$ cat src/rtl/core_scheduler_pkg.sv
`default_nettype none
// +--------------------------------------------------------------------------+
// | core_scheduler_pkg: shared state encodings for the core control path.    |
// | Revision: 1.0                                                            |
// +--------------------------------------------------------------------------+
package core_scheduler_pkg;

    localparam int PC_W_DEFAULT = 8;

    typedef enum logic [2:0] {
        CORE_IDLE    = 3'd0,
        CORE_FETCH   = 3'd1,
        CORE_DECODE  = 3'd2,
        CORE_REQUEST = 3'd3,
        CORE_WAIT    = 3'd4,
        CORE_EXECUTE = 3'd5,
        CORE_UPDATE  = 3'd6,
        CORE_DONE    = 3'd7
    } core_state_e;

    typedef enum logic [2:0] {
        FETCHER_IDLE     = 3'd0,
        FETCHER_FETCHING = 3'd1,
        FETCHER_FETCHED  = 3'd2
    } fetcher_state_e;

    typedef enum logic [1:0] {
        LSU_IDLE       = 2'd0,
        LSU_REQUESTING = 2'd1,
        LSU_WAITING    = 2'd2,
        LSU_DONE       = 2'd3
    } lsu_state_e;

endpackage
`default_nettype wire

$ cat src/rtl/core_scheduler_lsu_wait_reduce.sv
`default_nettype none
// +--------------------------------------------------------------------------+
// | lsu_wait_reduce: flags when no enabled lane has a memory op outstanding. |
// | Revision: 1.0                                                            |
// +--------------------------------------------------------------------------+
module lsu_wait_reduce
    import core_scheduler_pkg::*;
#(
    parameter int THREADS_PER_BLOCK = 4
) (
    input  logic [2*THREADS_PER_BLOCK-1:0] lsu_state,
    input  logic [THREADS_PER_BLOCK-1:0]   thread_enable,
    output logic                           all_lsu_idle_or_done
);

    always_comb begin
        all_lsu_idle_or_done = 1'b1;
        for (int i = 0; i < THREADS_PER_BLOCK; i++) begin
            if (thread_enable[i] &&
                (lsu_state[2*i +: 2] == LSU_REQUESTING || lsu_state[2*i +: 2] == LSU_WAITING))
                all_lsu_idle_or_done = 1'b0;
        end
    end

endmodule
`default_nettype wire

$ cat src/rtl/core_scheduler.sv
`default_nettype none
// +--------------------------------------------------------------------------+
// | core_scheduler: per-core FETCH..UPDATE sequencer and current_pc owner.   |
// | Optional WAIT abort counter: SCHED_WAIT_TIMEOUT_EN.                      |
// | Revision: 1.0                                                            |
// +--------------------------------------------------------------------------+
module core_scheduler
    import core_scheduler_pkg::*;
#(
    parameter int THREADS_PER_BLOCK = 4,
    parameter int PC_W              = PC_W_DEFAULT,
    parameter int WAIT_TIMEOUT      = 255
) (
    input  logic                           clk,
    input  logic                           reset,
    input  logic                           start,
    input  logic [THREADS_PER_BLOCK-1:0]   thread_enable,
    input  logic [2:0]                     fetcher_state,
    input  logic [2*THREADS_PER_BLOCK-1:0] lsu_state,
    input  logic                           decoded_ret,
    input  logic [PC_W*THREADS_PER_BLOCK-1:0] next_pc,
    output logic [2:0]                     core_state,
    output logic [PC_W-1:0]                current_pc,
    output logic                           done,
    output logic                           wait_timeout
);

    core_state_e     r_state;
    logic            w_lsu_clear;
    logic [PC_W-1:0] w_sel_pc;

    lsu_wait_reduce #(
        .THREADS_PER_BLOCK(THREADS_PER_BLOCK)
    ) u_lsu_wait_reduce (
        .lsu_state            (lsu_state),
        .thread_enable        (thread_enable),
        .all_lsu_idle_or_done (w_lsu_clear)
    );

    // Lanes are convergent, so the lowest enabled lane speaks for the block.
    always_comb begin
        w_sel_pc = next_pc[PC_W-1:0];
        for (int i = THREADS_PER_BLOCK - 1; i >= 0; i--) begin
            if (thread_enable[i])
                w_sel_pc = next_pc[PC_W*i +: PC_W];
        end
    end

`ifdef SCHED_WAIT_TIMEOUT_EN
    localparam logic [7:0] c_wait_last = 8'(WAIT_TIMEOUT - 1);
    logic [7:0] r_wait_cnt;
    logic       r_wait_timeout;
    assign wait_timeout = r_wait_timeout;
`else
    logic w_unused_timeout_cfg;
    assign w_unused_timeout_cfg = ^WAIT_TIMEOUT;
    assign wait_timeout = 1'b0;
`endif

    assign core_state = r_state;

    always_ff @(posedge clk) begin
        if (reset) begin
            r_state    <= CORE_IDLE;
            current_pc <= '0;
            done       <= 1'b0;
`ifdef SCHED_WAIT_TIMEOUT_EN
            r_wait_cnt     <= 8'd0;
            r_wait_timeout <= 1'b0;
`endif
        end else begin
            case (r_state)
                CORE_IDLE: begin
                    if (start) begin
                        if (thread_enable != '0) begin
                            r_state <= CORE_FETCH;
                        end else begin
                            r_state <= CORE_DONE;
                            done    <= 1'b1;
                        end
                    end
                end
                CORE_FETCH: begin
                    if (fetcher_state == FETCHER_FETCHED)
                        r_state <= CORE_DECODE;
                end
                CORE_DECODE:  r_state <= CORE_REQUEST;
                CORE_REQUEST: begin
                    r_state <= CORE_WAIT;
`ifdef SCHED_WAIT_TIMEOUT_EN
                    r_wait_cnt <= 8'd0;
`endif
                end
                CORE_WAIT: begin
                    // Completion takes priority over the abort limit.
                    if (w_lsu_clear) begin
                        r_state <= CORE_EXECUTE;
                    end
`ifdef SCHED_WAIT_TIMEOUT_EN
                    else if (r_wait_cnt == c_wait_last) begin
                        r_state        <= CORE_DONE;
                        done           <= 1'b1;
                        r_wait_timeout <= 1'b1;
                    end else begin
                        r_wait_cnt <= r_wait_cnt + 8'd1;
                    end
`endif
                end
                CORE_EXECUTE: r_state <= CORE_UPDATE;
                CORE_UPDATE: begin
                    if (decoded_ret) begin
                        r_state <= CORE_DONE;
                        done    <= 1'b1;
                    end else begin
                        current_pc <= w_sel_pc;
                        r_state    <= CORE_FETCH;
                    end
                end
                default: begin
                    r_state <= CORE_DONE;
                    done    <= 1'b1;
                end
            endcase
        end
    end

endmodule
`default_nettype wire

$ cat config.mk
export PLATFORM = sky130hd
export DESIGN_NAME = core_scheduler
export DESIGN_NICKNAME = d
export VERILOG_FILES = /design/src/rtl/core_scheduler_pkg.sv /design/src/rtl/core_scheduler_lsu_wait_reduce.sv /design/src/rtl/core_scheduler.sv
export SDC_FILE = /design/constraint.sdc
export NUM_CORES = 1
export LEC_CHECK = 0
export BUFFER_PORTS_ARGS = -buffer_cell sky130_fd_sc_hd__buf_2
export CORE_ASPECT_RATIO = 1.5
export CORE_MARGIN = 1
export CORE_UTILIZATION = 41
export DETAILED_ROUTE_END_ITERATION = 12
export PLACE_DENSITY = 0.91
export REMOVE_ABC_BUFFERS = 1
export SKIP_CTS_REPAIR_TIMING = 1
export SYNTH_ARGS = -nofsm -noshare
export SYNTH_HDL_FRONTEND = slang
export SYNTH_HIERARCHICAL = 1
export SYNTH_SLANG_ARGS = --single-unit
$ cat constraint.sdc
create_clock -name clk -period 1.7 [get_ports clk]
set_input_delay 0.085 -clock clk [delete_from_list [all_inputs] [get_ports clk]]
set_output_delay 0.085 -clock clk [all_outputs]
set_load 0.05 [all_outputs]
# After elaboration in Yosys (flattened, before gate mapping)

Index checks and enable logic that the tools add are counted.

Register bits: 12

Bitwise logic cells: 2
Eq/ne operators: 20
Reductions and logical operators: 14
Multiplexer cells: 18

Operators with widths:

| operator                                                              | count |
|---|---|
| 8-bit two-way mux                                                     | 4 |
| 3-bit one-hot mux with 7 select lines                                 | 1 |
| 3-bit two-way mux                                                     | 5 |
| 3-bit by 2-bit equality test with 1-bit output, second input constant | 3 |
| 3-bit equality test, second input constant                            | 3 |
| 2-bit by 1-bit equality test with 1-bit output, second input constant | 4 |
| 2-bit equality test, second input constant                            | 4 |
| 2-bit != test, second input constant                                  | 4 |
| 1-bit two-way mux                                                     | 7 |
| 5-bit OR reduction                                                    | 1 |
| 1-bit logical AND                                                     | 4 |
| 1-bit logical OR                                                      | 4 |
| 4-bit AND reduction                                                   | 1 |
| 4-bit nonzero test                                                    | 1 |
| 3-bit by 1-bit equality test with 1-bit output, second input constant | 1 |
| 3-bit logical NOT                                                     | 1 |
| 1-bit one-hot mux with 3 select lines                                 | 1 |
| 3-bit AND reduction                                                   | 1 |
| 2-bit by 1-bit != test with 1-bit output, second input constant       | 1 |
| 1-bit NOT                                                             | 2 |
| 2-bit AND reduction                                                   | 1 |

# Longest topological paths before layout

Gate-level depths: netlist of run 1.

Word-level depth: 9
Mapped depth: 6
Gate-level depth less buffers: 6

# Modules after synthesis

Netlist of run 1, hierarchy kept.

Modules (own cells, without submodules):

| module          | times used | cells an instance | area an instance (um2) | seq. area each (um2) |
|---|---|---|---|---|
| core_scheduler  | 1          | 113               | 893.4                  | 240.2 |
| lsu_wait_reduce | 1          | 6                 | 58.8                   | 0.0 |

# Least setup slack after synthesis of run 1

No wires, ideal clock.

Kind: register -> register
Start: register r_state[0] (netlist: core_state[0])
End: register r_state[1] (netlist: core_state[1])
Path buffers: 1
Path slack: 133 ps
Data arrival time: 1426 ps
Stages on the path, launching flop included: 5
Required time: 1559 ps
Period minus slack after synthesis: 1567 ps
Cells stage by stage: dfxtp_1 > buf_4 > inv_1 > a2111oi_0 > nor4_1

Word-level cells in the longest chain between the ends: 3
Elaborated cells on any way between the ends: 12
Those cells by class: eq/ne (9); mux (1); reduce/logical (2)

Ends and longest elaborated chain:

| element                                                                             | RTL line             | source |
|---|---|---|
| from (decl)                                                                         | core_scheduler.sv:28 | `core_state_e r_state;` |
| from (signal assigned)                                                              | core_scheduler.sv:64 | `r_state <= CORE_IDLE;` |
| from (signal assigned)                                                              | core_scheduler.sv:76 | `r_state <= CORE_FETCH;` |
| from (signal assigned)                                                              | core_scheduler.sv:78 | `r_state <= CORE_DONE;` |
| 3-bit equality test (tied with other cells)                                         | core_scheduler.sv:72 | `case (r_state)` |
| 2-bit by 1-bit != test with 1-bit output (no line) or 2-bit != test (tied branches) | n/a                  |  |
| 3-bit AND reduction (no line)                                                       | n/a                  |  |

Parallel ways exist; a longest one is shown, timed or not.
A chain may end at the register's enable or synchronous reset.

# Worst setup path after layout of run 1

Ends and elaborated chain as after synthesis.

==> results.md, run 1 <==
* Period utilization at 0.7907
* Status: complete, no violations
* Post-Synth XOR/XNOR Area at 0.03679
* Startpoint types: register
* Leak pwr at a little over 0.6 nW
* Commonest non-fill, non-tap cell in the layout: buf_2
* Register area share after synthesis at 0.2523
* GR Overflow Total at 0
* Final non-filler cell total at 199
* Worst-case reg-to-reg path depth at 3
* Worst vdd ir at around 0.23 mV
* Setup TNS at 0 ns
* Routed vias/inst at 5.653
* Port Buffer Count at between 60 and 70
* Final net count at 229
* DRC at 0
* Count of cell types in the netlist at 39
* CTS Buf Count at 3
* Power per cell area at 544.3 nW/µm²
* Post-route minimum period at 1.344 ns
* Clk_skew at 0.002817 ns
* Vias in the first global route at around 1,000
* Final Setup Violations at 0
* Initial Util at 0.4314
* Clock Latency Late Sink at between 0.2 and 0.3 ns
* Core Region at 2207 µm²
* DIE AREA at roughly 2500 µm²
* CP delay by family, top: flip-flops
* Compound-Gate Fraction of Synth Area at 0.2917
* Simple-gate portion of the synthesized area at 0.2562
* DRT iter0 DRCs at 43
* Most frequent cells in the layout: buf_2, nand2_1, dfxtp_1
* Root buffer cell: clkbuf_4
* Mapped Cells at 119
* Relative max-transition margin at 0.6259
* Via count at approximately 1,100
* Post-DP HPWL at 2.098 mm
* Synthesized area at 952.2 µm²
* Critical path arrival at 1.48 ns
* Largest family of logic cells by synthesized area: compound AO/OA/AOI/OAI gates
* Fillers at 215
* Total GRT Usage at 0.2310
* Hold Violations, Final at 0
* Share of cells above drive strength 1 at 0.4205
* First-pass GRT wire length at 3.995 mm
* Critical path, cell by cell: inv_1 > a2111oi_0 > nor4_1
* Seq cells post-synth at 12
* RSZ-0062 raised after global routing: no
* Fin area at 1267 µm²
* Initial antenna violation count at 0
* Critical Path Max Stage Delay at 0.51 ns
* Critical path depth at 3
* Max clock buf depth at 2
* Antenna cells at 0
* Worst hold path class: input pin to register
* Routed Antenna Nets at 0
* Max-Cap Viols at 0
* Worst-path clk slew at 0.07 ns
* Hold path depth at 3
* Syn avg cell area at 8.001 µm²
* Slew @ Worst Pin at 0.5469 ns
* Slowest CP cell: dfxtp_1
* F_max at 743.9 MHz
* Total Wirelength at 2.639 mm
* Ports at 64
* Placer Congestion at 0.7476
* Clk sink count at 12
* Slew Viols, Final at 0
* Row count at 21
* Adder-Cell Fraction of Synth Area at 0
* Area Growth Syn to Fin at 33.11%
* Worst path bufs/invs at 1
* Setup crit end kind: register
* Post-DP Area at ~1200 µm²
* TritonCTS clock tree: done
* Largest net degree at the start of global routing at 20
* DRT Pass-1 Iters at 4
* Multiplexer area fraction after synthesis at 0.08673
* Kind of critical path: register to register
* Die height at 61.02 µm
* Synthesis Warnings at 6
* Die W at between 40 and 50 µm
* Worst-path maximum fanout at 11
* Routed WL per cell at 13.26 µm
* H-tree Lvls at 1
* Critical path required time at approximately 1.8 ns
* Placed cells at 196
[cells in the mapped netlist]
cell       number  share of area
a2111oi_0       1         0.0092
a21o_1          1         0.0079
a21oi_1         7          0.037
a221oi_1        3          0.028
a221oi_2        1          0.016
a22o_1          1         0.0092
a32o_1          6          0.063
and2_4          1         0.0092
buf_2           4          0.021
buf_4           2          0.016
buf_6           1          0.012
clkbuf_1        2         0.0079
conb_1          1         0.0039
dfxtp_1        12           0.25
inv_1           4          0.016
mux2_2          2          0.024
mux2i_1         6          0.063
nand2_1        14          0.055
nand2b_1        3          0.020
nand3_2         1          0.011
nand3b_1        1         0.0079
nand4b_1        1         0.0092
nor2_1          4          0.016
nor2_4          1          0.012
nor2b_1         7          0.046
nor3_1          6          0.032
nor3_4          1          0.017
nor4_1          1         0.0066
o2111ai_1       1         0.0092
o21a_1          1         0.0079
o21ai_0         7          0.037
o21ba_2         1          0.011
o21bai_1        1         0.0079
o22ai_1         5          0.033
o31a_1          1         0.0092
o31ai_1         1         0.0079
or2b_1          1         0.0079
or4_1           1         0.0079
xor2_1          4          0.037
[final timing paths]
check           startpoint  slack, ns            end
max          core_state[0]       0.36  core_state[1]
min reg2reg  current_pc[4]       0.45  current_pc[4]
max reg2reg  core_state[0]       0.36  core_state[1]
min                  start       0.12           done
[state kept, by name, summed over array words and instances, names as in the netlist]
name / count
done: 1
core_state: 3
current_pc: 8
[layout make-up]
type | instances | area (µm²) | share of cell area
inverter | 4 | 15.01 | 0.01185
multi-input combinational | 94 | 643.1 | 0.5074
clock buffer | 3 | 22.52 | 0.01777
sequential | 12 | 240.2 | 0.1895
tap | 23 | 28.78 | 0.02270
timing repair buffer | 63 | 317.8 | 0.2507
[through the flow]
step / total power, mW / worst slack [ns] / util / hold slack (ns)
2_1_floorplan: 0.4149 / 0.1706 / - / 0.1541
3_3_place_gp: 0.5189 / 0.4209 / 0.5641 / 0.3847
3_5_place_dp: 0.5219 / 0.3440 / 0.5641 / 0.4020
4_1_cts: 0.6948 / 0.3465 / 0.5743 / 0.1062
5_1_grt: 0.7315 / 0.2296 / 0.5743 / 0.1492
6_report: 0.6899 / 0.3558 / 0.5743 / 0.1167
[power by group]
group          internal (mW)  switching (mW)
clock                 0.0822          0.0908
combinational         0.0984           0.117
sequential             0.287          0.0143
total                  0.468           0.222
[worst register-to-register path: stages, from the launching register on]
cell and delay, ns:
dfxtp_1 0.51, inv_1 0.07, a2111oi_0 0.51, nor4_1 0.13
[layer usage]
metal	vias to the layer above	track usage	wire [µm]
met5	-	0	0
met1	507	0.2330	1026
met3	7	0.02527	209
met4	0	0.1382	59
li1	553	-	-
met2	58	0.4219	1343
[logic make-up after synthesis]
logic type / after synthesis
other cells: 1
xor+xnor: 4
simple gates: 43
flops: 12
compound gates: 38
mux: 8
buf+inv: 13
No activity file was read; power rests on OpenSTA's default activity.
==> inputs of run 2 (changes only) <==
==> constraint.sdc (replaced) <==
create_clock -name clk -period 1.4 [get_ports clk]
set_input_delay 0.07 -clock clk [delete_from_list [all_inputs] [get_ports clk]]
set_output_delay 0.07 -clock clk [all_outputs]
set_load 0.05 [all_outputs]
==> results.md, run 2 (synthesis gave the netlist of run 1 again) <==
* Root buffer cell: clkbuf_4
* Area Growth Syn to Fin at 35.48%
* Worst vdd ir at 0.3667 mV
* Slowest CP cell: dfxtp_1
* Kind of critical path: register to primary output
* Largest net degree at the start of global routing at 14
* CTS Buf Count at 3
* Clock Latency Late Sink at 0.27 ns
* Met3 Usage GRT at 0.02166
* Vias in the first global route at 983
* Worst Hold Slack at between 0.1 and 0.15 ns
* Worst setup path endpoint: core_state[2]
* Slew Viols, Final at 0
* Commonest non-fill, non-tap cell in the layout: buf_2
* Power per cell area at 656.6 nW/µm²
* Max clock buf depth at 2
* Final net count at roughly 230
* DIE AREA at 2523 µm²
* F_max at 765.7 MHz
* DRT iter0 DRCs at 22
* Worst-path clk slew at 0.08 ns
* Post-DP Area at around 1300 µm²
* M1 GR Usage at 0.2455
* Placer Congestion at roughly 0.76
* Routed WL per cell at 13.97 µm
* Max-Cap Viols at 0
* DRT Pass-1 Iters at 4
* Routed vias/inst at 5.642
* Antenna cells at 0
* Fin area at 1290 µm²
* Worst-case reg-to-reg path depth at 3
* Post-route minimum period at about 1.3 ns
* Worst-path maximum fanout at 10
* Die W at 41.35 µm
* H-tree Lvls at 1
* Core Region at 2207 µm²
* FF-to-FF setup slack at approximately 0.12 ns
* Leak pwr at ~0.62 nW
* CP Launch Point: core_state[2]
* Critical path, cell by cell: buf_4 > buf_2
* Via count at 1,134
* Share of cells above drive strength 1 at 0.4382
* Die height at 61.02 µm
* Initial antenna violation count at 0
* Post-DP HPWL at about 2.2 mm
* GR Overflow Total at 0
* Final Setup Violations at 0
* Routed Antenna Nets at 0
* Total Wirelength at around 2.8 mm
* Critical R2R Capture: core_state[0]
* First-pass GRT wire length at 3.974 mm
* Final total power at 0.8471 mW
* Setup TNS at 0 ns
* GRT met2 Usage at 0.4286
* Critical path arrival at 1.24 ns
* Critical Path Max Stage Delay at between 0.5 and 0.6 ns
* DRC at 0
* Max reg flops at 8
* Beginning of the worst hold path: start
* Most frequent cells in the layout: buf_2, nand2_1, dfxtp_1
* Top reg by flops: current_pc
* Port Buffer Count at 62
* TritonCTS clock tree: done
* Critical path required time at 1.33 ns
* RSZ-0062 raised after global routing: no
* Hold Violations, Final at 0
* Worst hold path class: input pin to register
* Clk_skew at 0.009776 ns
* Total GRT Usage at 0.2328
* Row count at 21
* Clk sink count at 12
* Period utilization at 0.9329
* Ports at 64
* Reg-to-reg startpoint: core_state[1]
* Initial Util at 0.4314
* Startpoint types: register
* Gr busiest metal: met2
* Setup crit end kind: primary output
* Status: complete, no violations
* Final core occ at 0.5845
-- run 2: cell count changes in the layout (fill, tap and decap cells not counted), sizes merged --
| cell | change |
|---|---|
| buf | +2 |
-- run 2: critical path: cells and delay by family (launching register included) --
kind,cells,cell delay [ns]
DFF,1,0.53
buffers and inverters,2,0.44
-- run 2: final cells by class --
type	instances	area, µm²
clock buffers	3	22.52
fillers	233	917.1
inverters	4	15.01
multi-input cells	94	649.4
flip-flops and latches	12	241.5
well taps	23	28.78
repair buffers	65	332.8
-- run 2: worst min-delay path by stage --
stage | end | cells past startpoint
finish | done | 3
global route | done | 3
CTS | done | 3
detailed placement | done | 3
global placement | done | 3
floorplan | core_state[0] | 1
-- run 2: stage by stage --
| stage | instances | worst slack (ns) |
|---|---|---|
| 2_1_floorplan | 110 | -0.1294 |
| 3_3_place_gp | 198 | 0.1252 |
| 3_5_place_dp | 198 | 0.07446 |
| 4_1_cts | 201 | 0.03779 |
| 5_1_grt | 201 | 0.02763 |
| 6_report | 201 | 0.09400 |
-- run 2: layer usage --
metal  share of wire  vias to the layer above
met1            0.41                      507
met5               0                        -
met3           0.071                        6
met4           0.022                        0
met2            0.50                       59
li1                -                      562
-- run 2: power by group --
| group | switching [mW] | internal, mW |
|---|---|---|
| registers | 0.0186 | 0.349 |
| clock network | 0.111 | 0.0995 |
| logic | 0.145 | 0.123 |
==> inputs of run 3 (changes only) <==
--- a/config.mk
+++ b/config.mk
@@ -7,10 +7,9 @@
 export LEC_CHECK = 0
 export BUFFER_PORTS_ARGS = -buffer_cell sky130_fd_sc_hd__buf_2
 export CORE_ASPECT_RATIO = 1.5
-export CORE_MARGIN = 1
 export CORE_UTILIZATION = 41
 export DETAILED_ROUTE_END_ITERATION = 12
-export PLACE_DENSITY = 0.91
+export PLACE_DENSITY = 0.75
 export REMOVE_ABC_BUFFERS = 1
 export SKIP_CTS_REPAIR_TIMING = 1
 export SYNTH_ARGS = -nofsm -noshare
==> results.md, run 3 (synthesis gave the netlist of run 1 again) <==
* Commonest non-fill, non-tap cell in the layout: buf_2
* Initial antenna violation count at 0
* DIE AREA at 2523 µm²
* Post-DP Area at 1260 µm²
* Leak pwr at 0.6228 nW
* TritonCTS clock tree: done
* Slowest CP cell: or4_1
* Worst-path maximum fanout at 11
* Final net count at around 230
* Clk sink count at 12
* Placer Congestion at 0.7977
* Port Buffer Count at 62
* Initial Util at 0.4314
* Worst-path clk slew at roughly 0.070 ns
* Worst-case reg-to-reg path depth at 3
* Beginning of the worst hold path: start
* Via count at 1,142
* Setup TNS at 0 ns
* Hold Path End: done
* Root buffer cell: clkbuf_4
* Slew Viols, Final at 0
* Most frequent cells in the layout: buf_2, nand2_1, dfxtp_1
* CP Launch Point: core_state[1]
* Die W at 41.35 µm
* Clock Latency Late Sink at 0.26 ns
* DRT iter0 DRCs at 36
* Fin area at 1295 µm²
* Ports at 64
* CTS Buf Count at 3
* Final Setup Violations at 0
* DRT Pass-1 Iters at 4
* Post-DP HPWL at roughly 2.1 mm
* First-pass GRT wire length at 4.119 mm
* Routed Antenna Nets at 0
* Routed WL per cell at 13.76 µm
* Final core occ at 0.5867
* Antenna cells at 0
* Post-route minimum period at 1.234 ns
* Share of cells above drive strength 1 at 0.4438
* Hold path depth at 3
* DRC at 0
* Critical path required time at approximately 1.6 ns
* Critical R2R Capture: core_state[0]
* Worst Hold Slack at 0.1052 ns
* Kind of critical path: register to register
* Total GRT Usage at 0.2349
* Critical path, cell by cell: and2_4 > or4_1 > a21oi_1
* Setup crit end kind: register
* Total Wirelength at 2.766 mm
* H-tree Lvls at 1
* Worst hold path class: input pin to register
* Worst vdd ir at 0.3254 mV
* Clk_skew at 0.005275 ns
* Period utilization at 0.8816
* Max-Cap Viols at 0
* Max reg flops at 8
* Status: complete, no violations
* Startpoint types: register
* FF-to-FF setup slack at 0.17 ns
* Routed vias/inst at 5.682
* Reg-to-reg startpoint: core_state[1]
* Critical path arrival at 1.42 ns
* Vias in the first global route at 999
* Top reg by flops: current_pc
* Core Region at ~2200 µm²
* Critical Path Max Stage Delay at 0.46 ns
* Power per cell area at 651.4 nW/µm²
* Largest net degree at the start of global routing at 14
* GR Overflow Total at 0
* RSZ-0062 raised after global routing: no
* Max clock buf depth at 2
* F_max at 810.2 MHz
* Row count at 21
* Area Growth Syn to Fin at 36.01%
* Hold Violations, Final at 0
* Die height at 61.02 µm
run 3: cell count changes in the layout (fill, tap and decap cells not counted):
cell and change:
dfxtp_1 -2, dfxtp_2 +2, nand3_2 -1, nand3_4 +1
nor3_1 +1, nor3_2 -1
run 3: how the worst max path moves through the flow:
| stage | end | depth (start not counted) |
|---|---|---|
| after floorplan | core_state[1] | 3 |
| after global placement | current_pc[3] | 4 |
| after detailed placement | core_state[1] | 3 |
| after CTS | core_state[1] | 3 |
| after global routing | current_pc[4] | 4 |
| final | core_state[0] | 3 |
run 3: layout make-up:
cell class,instances,area [µm²]
inverters,4,15.01
repair buffers,65,332.8
multi-input cells,94,651.9
fillers,217,912.1
flip-flops and latches,12,244.0
clock buffers,3,22.52
well taps,23,28.78
run 3: stage by stage:
| stage | std cells | worst slack, ns | power [mW] |
|---|---|---|---|
| after CTS | 201 | 0.04045 | 0.8468 |
| after global routing | 201 | 0.03541 | 0.8978 |
| after detailed placement | 198 | 0.03522 | 0.6388 |
| final | 201 | 0.1658 | 0.8435 |
| after global placement | 198 | 0.09244 | 0.6322 |
| after floorplan | 110 | -0.1294 | 0.5038 |
run 3: power by group:
part / internal [mW] / total, mW / switching (mW)
Clock: 0.0992 / 0.206 / 0.107
Sequential: 0.350 / 0.369 / 0.0194
Combinational: 0.124 / 0.268 / 0.144
run 3: per-layer routing:
| layer | vias to the layer above | track usage | part of all wire |
|---|---|---|---|
| met3 | 6 | 0.03249 | 0.044 |
| li1 | 561 | - | - |
| met5 | - | 0 | 0 |
| met1 | 536 | 0.2635 | 0.40 |
| met4 | 0 | 0.09677 | 0.018 |
| met2 | 39 | 0.4196 | 0.53 |
run 3: worst max-delay path, delay by kind of cell (launching register included):
| kind | cells | cell delay, ns |
|---|---|---|
| flip-flops | 1 | 0.39 |
| AO/OA/AOI/OAI | 1 | 0.14 |
| AND/OR/NAND/NOR | 2 | 0.64 |
